$ cat src/rtl/multi_phase_generator_pkg.sv
// Shared constants and types for the multi-channel phase generator.
package multi_phase_gen_pkg;

    localparam int DEF_NUM_CHANNELS = 8;
    localparam int DEF_PHASE_WIDTH  = 7;
    localparam int DEF_STEP_DIV     = 10;
    localparam int DEF_ADDR_WIDTH   = 3;

    // Number of phase steps a channel stays high in each period.
    localparam int HALF_PERIOD = 2 ** (DEF_PHASE_WIDTH - 1);

    typedef logic [DEF_PHASE_WIDTH-1:0] phase_t;

endpackage

$ cat src/rtl/phase_step_timer.sv
// Shared timebase: a prescaler that divides the system clock down to phase
// steps, and the free-running phase counter that all channels compare against.
module phase_step_timer
    import multi_phase_gen_pkg::*;
#(
    parameter int PHASE_WIDTH = DEF_PHASE_WIDTH,
    parameter int STEP_DIV    = DEF_STEP_DIV
) (
    input  logic                   i_clk,
    input  logic                   i_rst_n,
    output logic                   o_step_tick,
    output logic                   o_boundary,
    output logic [PHASE_WIDTH-1:0] o_phase_cnt
);

    localparam int PRE_W = (STEP_DIV > 1) ? $clog2(STEP_DIV) : 1;
    localparam logic [PRE_W-1:0] PRE_LAST = PRE_W'(STEP_DIV - 1);

    logic [PRE_W-1:0]       r_prescaler;
    logic [PHASE_WIDTH-1:0] r_phase_cnt;
    logic                   w_step_tick;

    assign w_step_tick = (r_prescaler == PRE_LAST);

    // Prescaler: 0..STEP_DIV-1, wrapping on the step tick.
    always_ff @(posedge i_clk) begin
        if (!i_rst_n) begin
            r_prescaler <= '0;
        end else if (w_step_tick) begin
            r_prescaler <= '0;
        end else begin
            r_prescaler <= r_prescaler + 1'b1;
        end
    end

    // Phase counter advances one step per tick and wraps naturally.
    always_ff @(posedge i_clk) begin
        if (!i_rst_n) begin
            r_phase_cnt <= '0;
        end else if (w_step_tick) begin
            r_phase_cnt <= r_phase_cnt + 1'b1;
        end
    end

    assign o_step_tick = w_step_tick;
    assign o_boundary  = w_step_tick && (&r_phase_cnt);
    assign o_phase_cnt = r_phase_cnt;

endmodule

$ cat src/rtl/multi_phase_generator.sv
// N-channel square-wave generator with double-buffered phase offsets.
// Software loads shadow offsets at any time; an apply request commits all of
// them together on the next period boundary so every channel moves at once.
// apply_shift is a fire-and-forget request: apply_pending stays high from the
// cycle after the request until the commit edge, and update_done pulses for
// one cycle right after that edge.
module multi_phase_generator
    import multi_phase_gen_pkg::*;
#(
    parameter int NUM_CHANNELS = DEF_NUM_CHANNELS,
    parameter int PHASE_WIDTH  = DEF_PHASE_WIDTH,
    parameter int STEP_DIV     = DEF_STEP_DIV,
    parameter int ADDR_WIDTH   = DEF_ADDR_WIDTH
) (
    input  logic                    clock_in,
    input  logic                    reset_n,
    input  logic                    wr_en,
    input  logic [ADDR_WIDTH-1:0]   wr_addr,
    input  logic [PHASE_WIDTH-1:0]  wr_data,
    input  logic                    apply_shift,
    input  logic [NUM_CHANNELS-1:0] channel_enable,
    output logic [NUM_CHANNELS-1:0] clock_out,
    output logic                    apply_pending,
    output logic                    update_done,
    output logic                    period_start
);

    localparam logic [ADDR_WIDTH:0] NUM_CH_W = (ADDR_WIDTH + 1)'(NUM_CHANNELS);

    logic                    w_step_tick;
    logic                    w_boundary;
    logic [PHASE_WIDTH-1:0]  w_phase_cnt;
    logic                    w_commit;
    logic                    w_wr_hit;
    logic [NUM_CHANNELS-1:0] w_in_window;

    logic [PHASE_WIDTH-1:0]  r_shadow [NUM_CHANNELS];
    logic [PHASE_WIDTH-1:0]  r_active [NUM_CHANNELS];
    logic [NUM_CHANNELS-1:0] r_en_active;
    logic [NUM_CHANNELS-1:0] r_clock_out;
    logic                    r_pending;
    logic                    r_update_done;
    logic                    r_period_start;
    logic                    r_step_start;

    phase_step_timer #(
        .PHASE_WIDTH (PHASE_WIDTH),
        .STEP_DIV    (STEP_DIV)
    ) u_timer (
        .i_clk       (clock_in),
        .i_rst_n     (reset_n),
        .o_step_tick (w_step_tick),
        .o_boundary  (w_boundary),
        .o_phase_cnt (w_phase_cnt)
    );

    // A request arriving in the boundary cycle itself is committed immediately.
    assign w_commit = w_boundary && (r_pending || apply_shift);
    assign w_wr_hit = wr_en && ({1'b0, wr_addr} < NUM_CH_W);

    // Shadow offsets: written any time; out-of-range addresses are dropped.
    always_ff @(posedge clock_in) begin
        if (!reset_n) begin
            for (int i = 0; i < NUM_CHANNELS; i++) begin
                r_shadow[i] <= '0;
            end
        end else if (w_wr_hit) begin
            r_shadow[wr_addr] <= wr_data;
        end
    end

    // Commit: copy the pre-edge shadows into the active set on the boundary.
    always_ff @(posedge clock_in) begin
        if (!reset_n) begin
            for (int i = 0; i < NUM_CHANNELS; i++) begin
                r_active[i] <= '0;
            end
            r_pending     <= 1'b0;
            r_update_done <= 1'b0;
        end else begin
            r_update_done <= w_commit;
            if (w_commit) begin
                for (int i = 0; i < NUM_CHANNELS; i++) begin
                    r_active[i] <= r_shadow[i];
                end
                r_pending <= 1'b0;
            end else if (apply_shift) begin
                r_pending <= 1'b1;
            end
        end
    end

    // Enable mask only changes on period edges, so no runt pulses appear.
    always_ff @(posedge clock_in) begin
        if (!reset_n) begin
            r_en_active <= '0;
        end else if (w_boundary) begin
            r_en_active <= channel_enable;
        end
    end

    // A channel is high for the half period starting at its offset; the
    // modular difference is below half exactly when its top bit is clear.
    for (genvar ch = 0; ch < NUM_CHANNELS; ch++) begin : g_chan
        logic [PHASE_WIDTH-1:0] w_rel;
        assign w_rel           = w_phase_cnt - r_active[ch];
        assign w_in_window[ch] = ~w_rel[PHASE_WIDTH-1];
    end

    // Registered outputs, one cycle behind the phase counter.
    always_ff @(posedge clock_in) begin
        if (!reset_n) begin
            r_clock_out <= '0;
        end else begin
            r_clock_out <= r_en_active & w_in_window;
        end
    end

    // The prescaler sits at 0 right after reset and in the cycle after a tick.
    always_ff @(posedge clock_in) begin
        if (!reset_n) begin
            r_step_start <= 1'b1;
        end else begin
            r_step_start <= w_step_tick;
        end
    end

    // period_start marks the output cycle that reflects phase 0, prescaler 0.
    always_ff @(posedge clock_in) begin
        if (!reset_n) begin
            r_period_start <= 1'b0;
        end else begin
            r_period_start <= r_step_start && (w_phase_cnt == '0);
        end
    end

    assign clock_out     = r_clock_out;
    assign apply_pending = r_pending;
    assign update_done   = r_update_done;
    assign period_start  = r_period_start;

endmodule

$ cat config.mk
export PLATFORM = sky130hd
export DESIGN_NAME = multi_phase_generator
export DESIGN_NICKNAME = d
export VERILOG_FILES = /design/src/rtl/multi_phase_generator_pkg.sv /design/src/rtl/phase_step_timer.sv /design/src/rtl/multi_phase_generator.sv
export SDC_FILE = /design/constraint.sdc
export NUM_CORES = 1
export LEC_CHECK = 0
export BUFFER_PORTS_ARGS = -buffer_cell sky130_fd_sc_hd__buf_4
export CORE_MARGIN = 2
export CORE_UTILIZATION = 50
export DETAILED_ROUTE_END_ITERATION = 7
export HOLD_SLACK_MARGIN = 0.06
export PLACE_DENSITY_LB_ADDON = 0.08
export SYNTH_ARGS = -nofsm -noshare
export SYNTH_HDL_FRONTEND = slang
export SYNTH_HIERARCHICAL = 1
export SYNTH_SLANG_ARGS = --single-unit
$ cat constraint.sdc
create_clock -name clock_in -period 5.3 [get_ports clock_in]
set_input_delay 0.795 -clock clock_in [delete_from_list [all_inputs] [get_ports clock_in]]
set_output_delay 0.795 -clock clock_in [all_outputs]
set_load 0.03 [all_outputs]
==> run metrics, run 1 <==
post-route clock skew between 4 and 5 ps; count of cells along the worst hold path 2; maximum level of the CTS H-tree 4; max_cap viols 0; wire length of the first global-routing pass 19700 um; leakage power summed over all cells just over 3 nW; maximum count of clock buffers along a single path 2; source of the worst register-to-register timing path u_timer/o_phase_cnt[1]; area of the die 14200 um^2; hold_buf cts 0; gate count of the mapped netlist 530; Final Slew Violations 0; clock tree from TritonCTS done; sum of overflow across all layers after global routing 0; die height ~120 um; count of unique library cells instantiated by Yosys 47; area share of the largest cell type after synthesis between 50% and 60%; PnR Total Power roughly 0.0025 W; Tightest Pin Transition between 1000 and 1500 ps; Tcrit/Tclk final between 50% and 60%; commonest register cell after synthesis edfxtp_1; Synth Warn # 6; effective utilization at floorplan approximately 51%; most area-hungry cell type in the Yosys netlist edfxtp_1; area post-placement 7040 um^2; number of rows in the core area 42; die width between 100 and 150 um; Seq cells post-synth between 100 and 150; cell area after technology mapping 6640 um^2; number of vias in the routed layout roughly 3800; drt pass-1 iters 4; beginning of the worst hold path r_step_start; mean cell area of the mapped netlist 12.5 um^2; placeable core region around 13000 um^2; Total Routed Length ~12000 um; number of buffers added by the clock tree synthesis step 17; number of placed I/O pins 33; Hold Path End period_start; proportion of synthesized flip-flops having asynchronous set or reset 0%; Worst-Skew Late Latency around 400 ps; Peak supply drop ~0.22 mV; min cycle time layout 2860 ps; max_slew headroom a little under a third; placed wire-length estimate roughly 8600 um; CTS clk-pin slew, worst paths roughly 60 ps; unrepaired setup endpoints after global routing false; power per unit of standard cell area around 330 nW/um^2; FMAX 0.350 GHz; number of design rule violations left after detail routing 0; worst hold path class flop to flop; layout cells sized above 1 ~14%; # setup viols final 0; Setup TNS Final 0 ps; sort of element at the end of the critical path flop; Synthesized Nets a little under 600; Clock Sink Count between 100 and 150; number of cells on the worst reg-to-reg path 7; finished layout cell area around 7600 um^2; setup slack, reg-to-reg ~2400 ps; number of hold violations in the final report 0; largest cells by area after synthesis edfxtp_1 (51%), and2_1 (11%), dfxtp_1 (9.3%); number of fill cells approximately 1100; number of synthesized flops with an enable pin roughly 110; RePlAce Congestion 0.827; status complete, no violations; routed wirelength normalized by instance count 16.1 um; Worst Path Required 5360 ps; part of the Yosys area used for sequential elements 60.0%; Avg Vias per Cell about 5; initial detailed-routing violation count approximately 240; buffer count from post-CTS setup fixing 0; Critical R2R Capture r_active[1][18]; arrival time at the worst endpoint approximately 2900 ps; worst hold slack across all endpoints approximately 450 ps; number of global-route vias before repair approximately 3700; final core utilization 58.0%; buffer type at the clock tree root clkbuf_16; total global routing track utilization 18.5%; pin count of the biggest net entering global routing between 50 and 60; ANT cells 0; number of buffers inserted by port buffering 32; Syn-to-layout area delta 14.3%; post-cts resize count 0; # nets final 636; Crit Path Max Fanout between 40 and 50; critical setup path kind flop to flop; antenna violations before repair 0; Setup crit start kind flop; final antenna-violating net count 0
layout by cell type, fill, tap and decap left out, types with 4 or more instances in the layout:
cell type,count
nor2_2,6
clkinv_4,4
ha_1,43
nand2_1,20
clkbuf_16,17
and2_1,114
mux2i_1,17
o221ai_1,8
nand4_1,8
a21oi_1,24
buf_4,34
nor2_1,12
inv_1,44
dfxtp_1,31
clkinv_2,4
nand3_1,9
xor2_1,8
nand2b_1,13
o21ai_0,8
edfxtp_1,112
layout make-up:
cell class	count	area [um^2]	area share [%]
timing repair buffer	34	255	3.36
multi-input combinational	331	2420	31.9
clock inverter	15	121	1.60
tap	176	220	2.90
clock buffer	17	425	5.61
inverter	44	165	2.18
sequential	143	3980	52.5
per-layer routing:
metal  vias up  wire, um  part of all wire (%)  global-route usage [%]
met4         0       198                   1.6                    6.92
met2        68      5440                    45                    28.1
met1      1756      6140                    50                    26.1
met5         -         0                     0                       0
li1       1936         -                     -                       -
met3        15       422                   3.5                    4.07
metrics by stage:
step / worst slack [ps] / std cells
after floorplan: 2270 / 530
after global placement: 2470 / 728
after detailed placement: 2410 / 728
after CTS: 2390 / 760
after global routing: 2140 / 760
final: 2440 / 760
logic make-up after synthesis:
kind of cell               after synthesis  share of synthesized area, %
and+or+nand+nor                        212                          19.7
AOI/OAI and AO/OA                       48                          4.45
muxes                                   17                          2.56
DFF                                    143                          60.0
buffers and inverters                   56                          3.75
adders and majority gates               43                          8.10
xor gates and xnor gates                11                          1.45
cell usage after synthesis, types with 2 or more instances:
library cell	instances
o21ai_0	8
nand4_1	8
or3_1	2
nand3b_1	3
buf_6	3
o221ai_1	8
or2_2	3
xor2_1	8
clkbuf_1	2
edfxtp_1	112
dfxtp_1	31
xnor2_1	3
nor2_2	6
nand3_1	9
and2_1	114
a21boi_1	2
nor4_1	4
ha_1	43
or2_0	3
clkbuf_2	3
mux2i_1	17
nand2_1	21
a21oi_1	24
nand2b_1	13
buf_4	3
nor3b_1	2
nor2_1	12
inv_1	44
where the power goes:
part	total (W)	leakage, nW	internal, W	switching [W]
Combinational	0.000108	1.46	0.0000382	0.0000694
Sequential	0.00128	1.33	0.00126	0.0000191
Clock	0.00110	0.270	0.000641	0.000458
registers in the layout, indices dropped and copies added (netlist names):
signal,cells
r_active,56
r_shadow,56
clock_out,8
r_en_active,8
u_timer/o_phase_cnt,7
u_timer/r_prescaler,4
apply_pending,1
period_start,1
r_step_start,1
update_done,1
worst max-delay path by stage:
| stage | to | from | slack, ps | cells after the start |
|---|---|---|---|---|
| 2_1_floorplan | r_active[0][0] | u_timer/o_phase_cnt[1] | 2270 | 6 |
| 3_3_place_gp | r_active[1][26] | u_timer/o_phase_cnt[2] | 2470 | 6 |
| 3_5_place_dp | r_active[1][19] | u_timer/o_phase_cnt[3] | 2410 | 6 |
| 4_1_cts | r_active[1][23] | u_timer/o_phase_cnt[3] | 2390 | 6 |
| 5_1_grt | r_active[1][22] | u_timer/o_phase_cnt[2] | 2140 | 6 |
| 6_report | r_active[1][18] | u_timer/o_phase_cnt[1] | 2440 | 7 |
worst max-delay path: stages (launching register included):
cell and delay (ps):
dfxtp_1 650, ha_1 270, nand2_1 100, nor4_2 240, buf_4 240, o21ai_2 110, nand2_2 350, buf_4 520
No activity file was read; power rests on OpenSTA's default activity.
==> run 2: changes to the inputs <==
--- a/config.mk
+++ b/config.mk
@@ -5,6 +5,7 @@
 export SDC_FILE = /design/constraint.sdc
 export NUM_CORES = 1
 export LEC_CHECK = 0
+export ABC_AREA = 1
 export BUFFER_PORTS_ARGS = -buffer_cell sky130_fd_sc_hd__buf_4
 export CORE_MARGIN = 2
 export CORE_UTILIZATION = 50
==> constraint.sdc (replaced) <==
create_clock -name clock_in -period 2.9 [get_ports clock_in]
set_input_delay 0.435 -clock clock_in [delete_from_list [all_inputs] [get_ports clock_in]]
set_output_delay 0.435 -clock clock_in [all_outputs]
set_load 0.03 [all_outputs]
==> run metrics, run 2 <==
status complete, no violations; Tightest Pin Transition approximately 720 ps; post-route clock skew roughly 4.2 ps; Tcrit/Tclk final between 70% and 80%; commonest cells after routing, fill and taps aside inv_1 (159), nand2_1 (148), nor2_1 (147); portion of total power attributed to the clock network 43.2%; die width around 120 um; most area-hungry cell type in the Yosys netlist edfxtp_1; number of synthesized flops with an enable pin between 100 and 150; antenna violations before repair 0; maximum count of clock buffers along a single path 2; placeable core region ~13000 um^2; arrival time at the worst endpoint between 2000 and 3000 ps; Total Routed Length about 13000 um; routed wirelength normalized by instance count about 13 um; sort of element at the end of the critical path flop; Worst-Skew Late Latency 420 ps; Setup TNS Final 0 ps; count of unique library cells instantiated by Yosys 26; proportion of synthesized flip-flops having asynchronous set or reset 0%; Peak supply drop approximately 0.42 mV; number of design rule violations left after detail routing 0; maximum level of the CTS H-tree 4; Final Slew Violations 0; Worst Path Required 3150 ps; number of vias in the routed layout roughly 4400; number of hold violations in the final report 0; setup slack, reg-to-reg about 620 ps; leakage power summed over all cells around 3.8 nW; # setup viols final 0; die height roughly 120 um; Setup crit start kind flop; worst-path cell with the longest stage delay dfxtp_1; unrepaired setup endpoints after global routing false; max_slew headroom just over 50%; number of buffers added by the clock tree synthesis step 17; cell area after technology mapping roughly 6700 um^2; highest cell delay on the worst timing path between 600 and 700 ps; buffer count from post-CTS setup fixing 0; Clock Sink Count between 100 and 150; critical setup path kind flop to flop; max_cap viols 0; placed wire-length estimate a little under 9000 um; number of rows in the core area 42; ANT cells 0; area share of the largest cell type after synthesis between 40% and 50%; mean cell area of the mapped netlist 9.35 um^2; Crit Path Max Fanout between 40 and 50; # nets final 834; effective utilization at floorplan 51.2%; RePlAce Congestion between 0.8 and 0.9; Combinational Power Share slightly below 5%; Syn-to-layout area delta 14.4%; largest cells by area after synthesis edfxtp_1 (50%), dfxtp_1 (9.2%), inv_1 (8.8%); Synthesized Nets around 790; Seq cells post-synth about 140; leading cell type in the layout, fill and taps excluded inv_1; met3 track utilization from global routing roughly 5%; largest registers in the final layout r_active: 56 flops, r_shadow: 56 flops; drt pass-1 iters 6; buffers plus inverters on the worst setup path 2; worst hold path class input port to flop; met2 routing resource usage after global routing between 20 and 30%; number of buffers inserted by port buffering 32; final core utilization between 50% and 60%; sum of overflow across all layers after global routing 0; power per unit of standard cell area slightly below 600 nW/um^2; hold_buf cts 0; gate count of the mapped netlist approximately 720; area of the die around 14000 um^2; met1 global-route usage 26.4%; Avg Vias per Cell between 4 and 5; part of the Yosys area used for sequential elements 59.0%; total global routing track utilization 19.4%; portion of total power attributed to sequential cells 51.9%; Top Family by Delay on Critical Path simple AND/OR/NAND/NOR gates; initial detailed-routing violation count 243; FMAX roughly 0.44 GHz; Post-synth top cells inv_1 (159), nand2_1 (149), nor2_1 (147); final antenna-violating net count 0; GRT busiest layer met2; Synth Warn # 6; net switching component of the power between 0.0009 and 0.001 W; CTS clk-pin slew, worst paths approximately 50 ps; post-cts resize count 0; most frequent cell after synthesis inv_1; buffer type at the clock tree root clkbuf_16; pin count of the biggest net entering global routing 50; ordered list of cells on the worst path nand2_1 > nor2_2 > nand3_1 > inv_1 > o21ai_2 > nor2_4 > inv_2 > nor2_1; min cycle time layout approximately 2300 ps; proportion of total power due to net switching 21.5%; commonest register cell after synthesis edfxtp_1; internal power consumption approximately 0.0035 W; layout cells sized above 1 11.3%; clock tree from TritonCTS done; number of placed I/O pins 33; wire length of the first global-routing pass ~21000 um; number of global-route vias before repair about 4400
run 2: tightest hold or removal path: cells and delay by family:
kind	cells	cell delay [ps]
buf+inv	1	80
simple gates	2	120
run 2: logic make-up after synthesis:
kind of cell / Yosys count / share of synthesized area [%]
simple gates: 328 / 19.6
buf+inv: 172 / 10.1
flops: 143 / 59.0
fa+ha+maj: 43 / 7.97
compound gates: 27 / 2.06
xor+xnor: 9 / 1.17
run 2: path summary, 6_finish.rpt:
| kind | cells past startpoint | startpoint | end |
|---|---|---|---|
| worst min register to register | 2 | r_en_active[4] | clock_out[4] |
| worst min-delay path | 3 | channel_enable[3] | r_en_active[3] |
| worst max-delay path | 8 | u_timer/o_phase_cnt[4] | r_active[1][13] |
| worst max register to register | 8 | u_timer/o_phase_cnt[4] | r_active[1][13] |
run 2: per-stage QoR:
stage / std cells / area [um^2] / hold slack [ps] / setup WS, ps / total power [W]
2_1_floorplan: 722 / 6750 / 410 / 455 / 0.00252
3_3_place_gp: 926 / 7190 / 433 / 737 / 0.00260
3_5_place_dp: 926 / 7190 / 434 / 594 / 0.00261
4_1_cts: 957 / 7720 / 233 / 582 / 0.00454
5_1_grt: 957 / 7720 / 251 / 330 / 0.00466
6_report: 957 / 7720 / 247 / 625 / 0.00451
run 2: per-layer routing:
| layer | vias to the layer above | share of wire (%) |
|---|---|---|
| met5 | - | 0 |
| met4 | 0 | 2.6 |
| met3 | 28 | 5.2 |
| met2 | 109 | 44 |
| met1 | 1957 | 49 |
| li1 | 2301 | - |
run 2: final cells by class:
type	instances	area, um^2
Clock buffer	19	433
Multi-Input combinational cell	407	2080
Clock inverter	12	97.6
Inverter	162	608
Fill cell	1159	5470
Sequential cell	143	3980
Tap cell	176	220
Timing Repair Buffer	38	298
run 2: power by group through the flow:
| stage | sequential (W) | combinational (W) | clock (W) |
|---|---|---|---|
| after floorplan | 0.00237 | 0.000142 | 0 |
| after global placement | 0.00238 | 0.000223 | 0 |
| after detailed placement | 0.00238 | 0.000225 | 0 |
| after CTS | 0.00234 | 0.000226 | 0.00198 |
| after global routing | 0.00235 | 0.000258 | 0.00206 |
| final | 0.00234 | 0.000223 | 0.00195 |
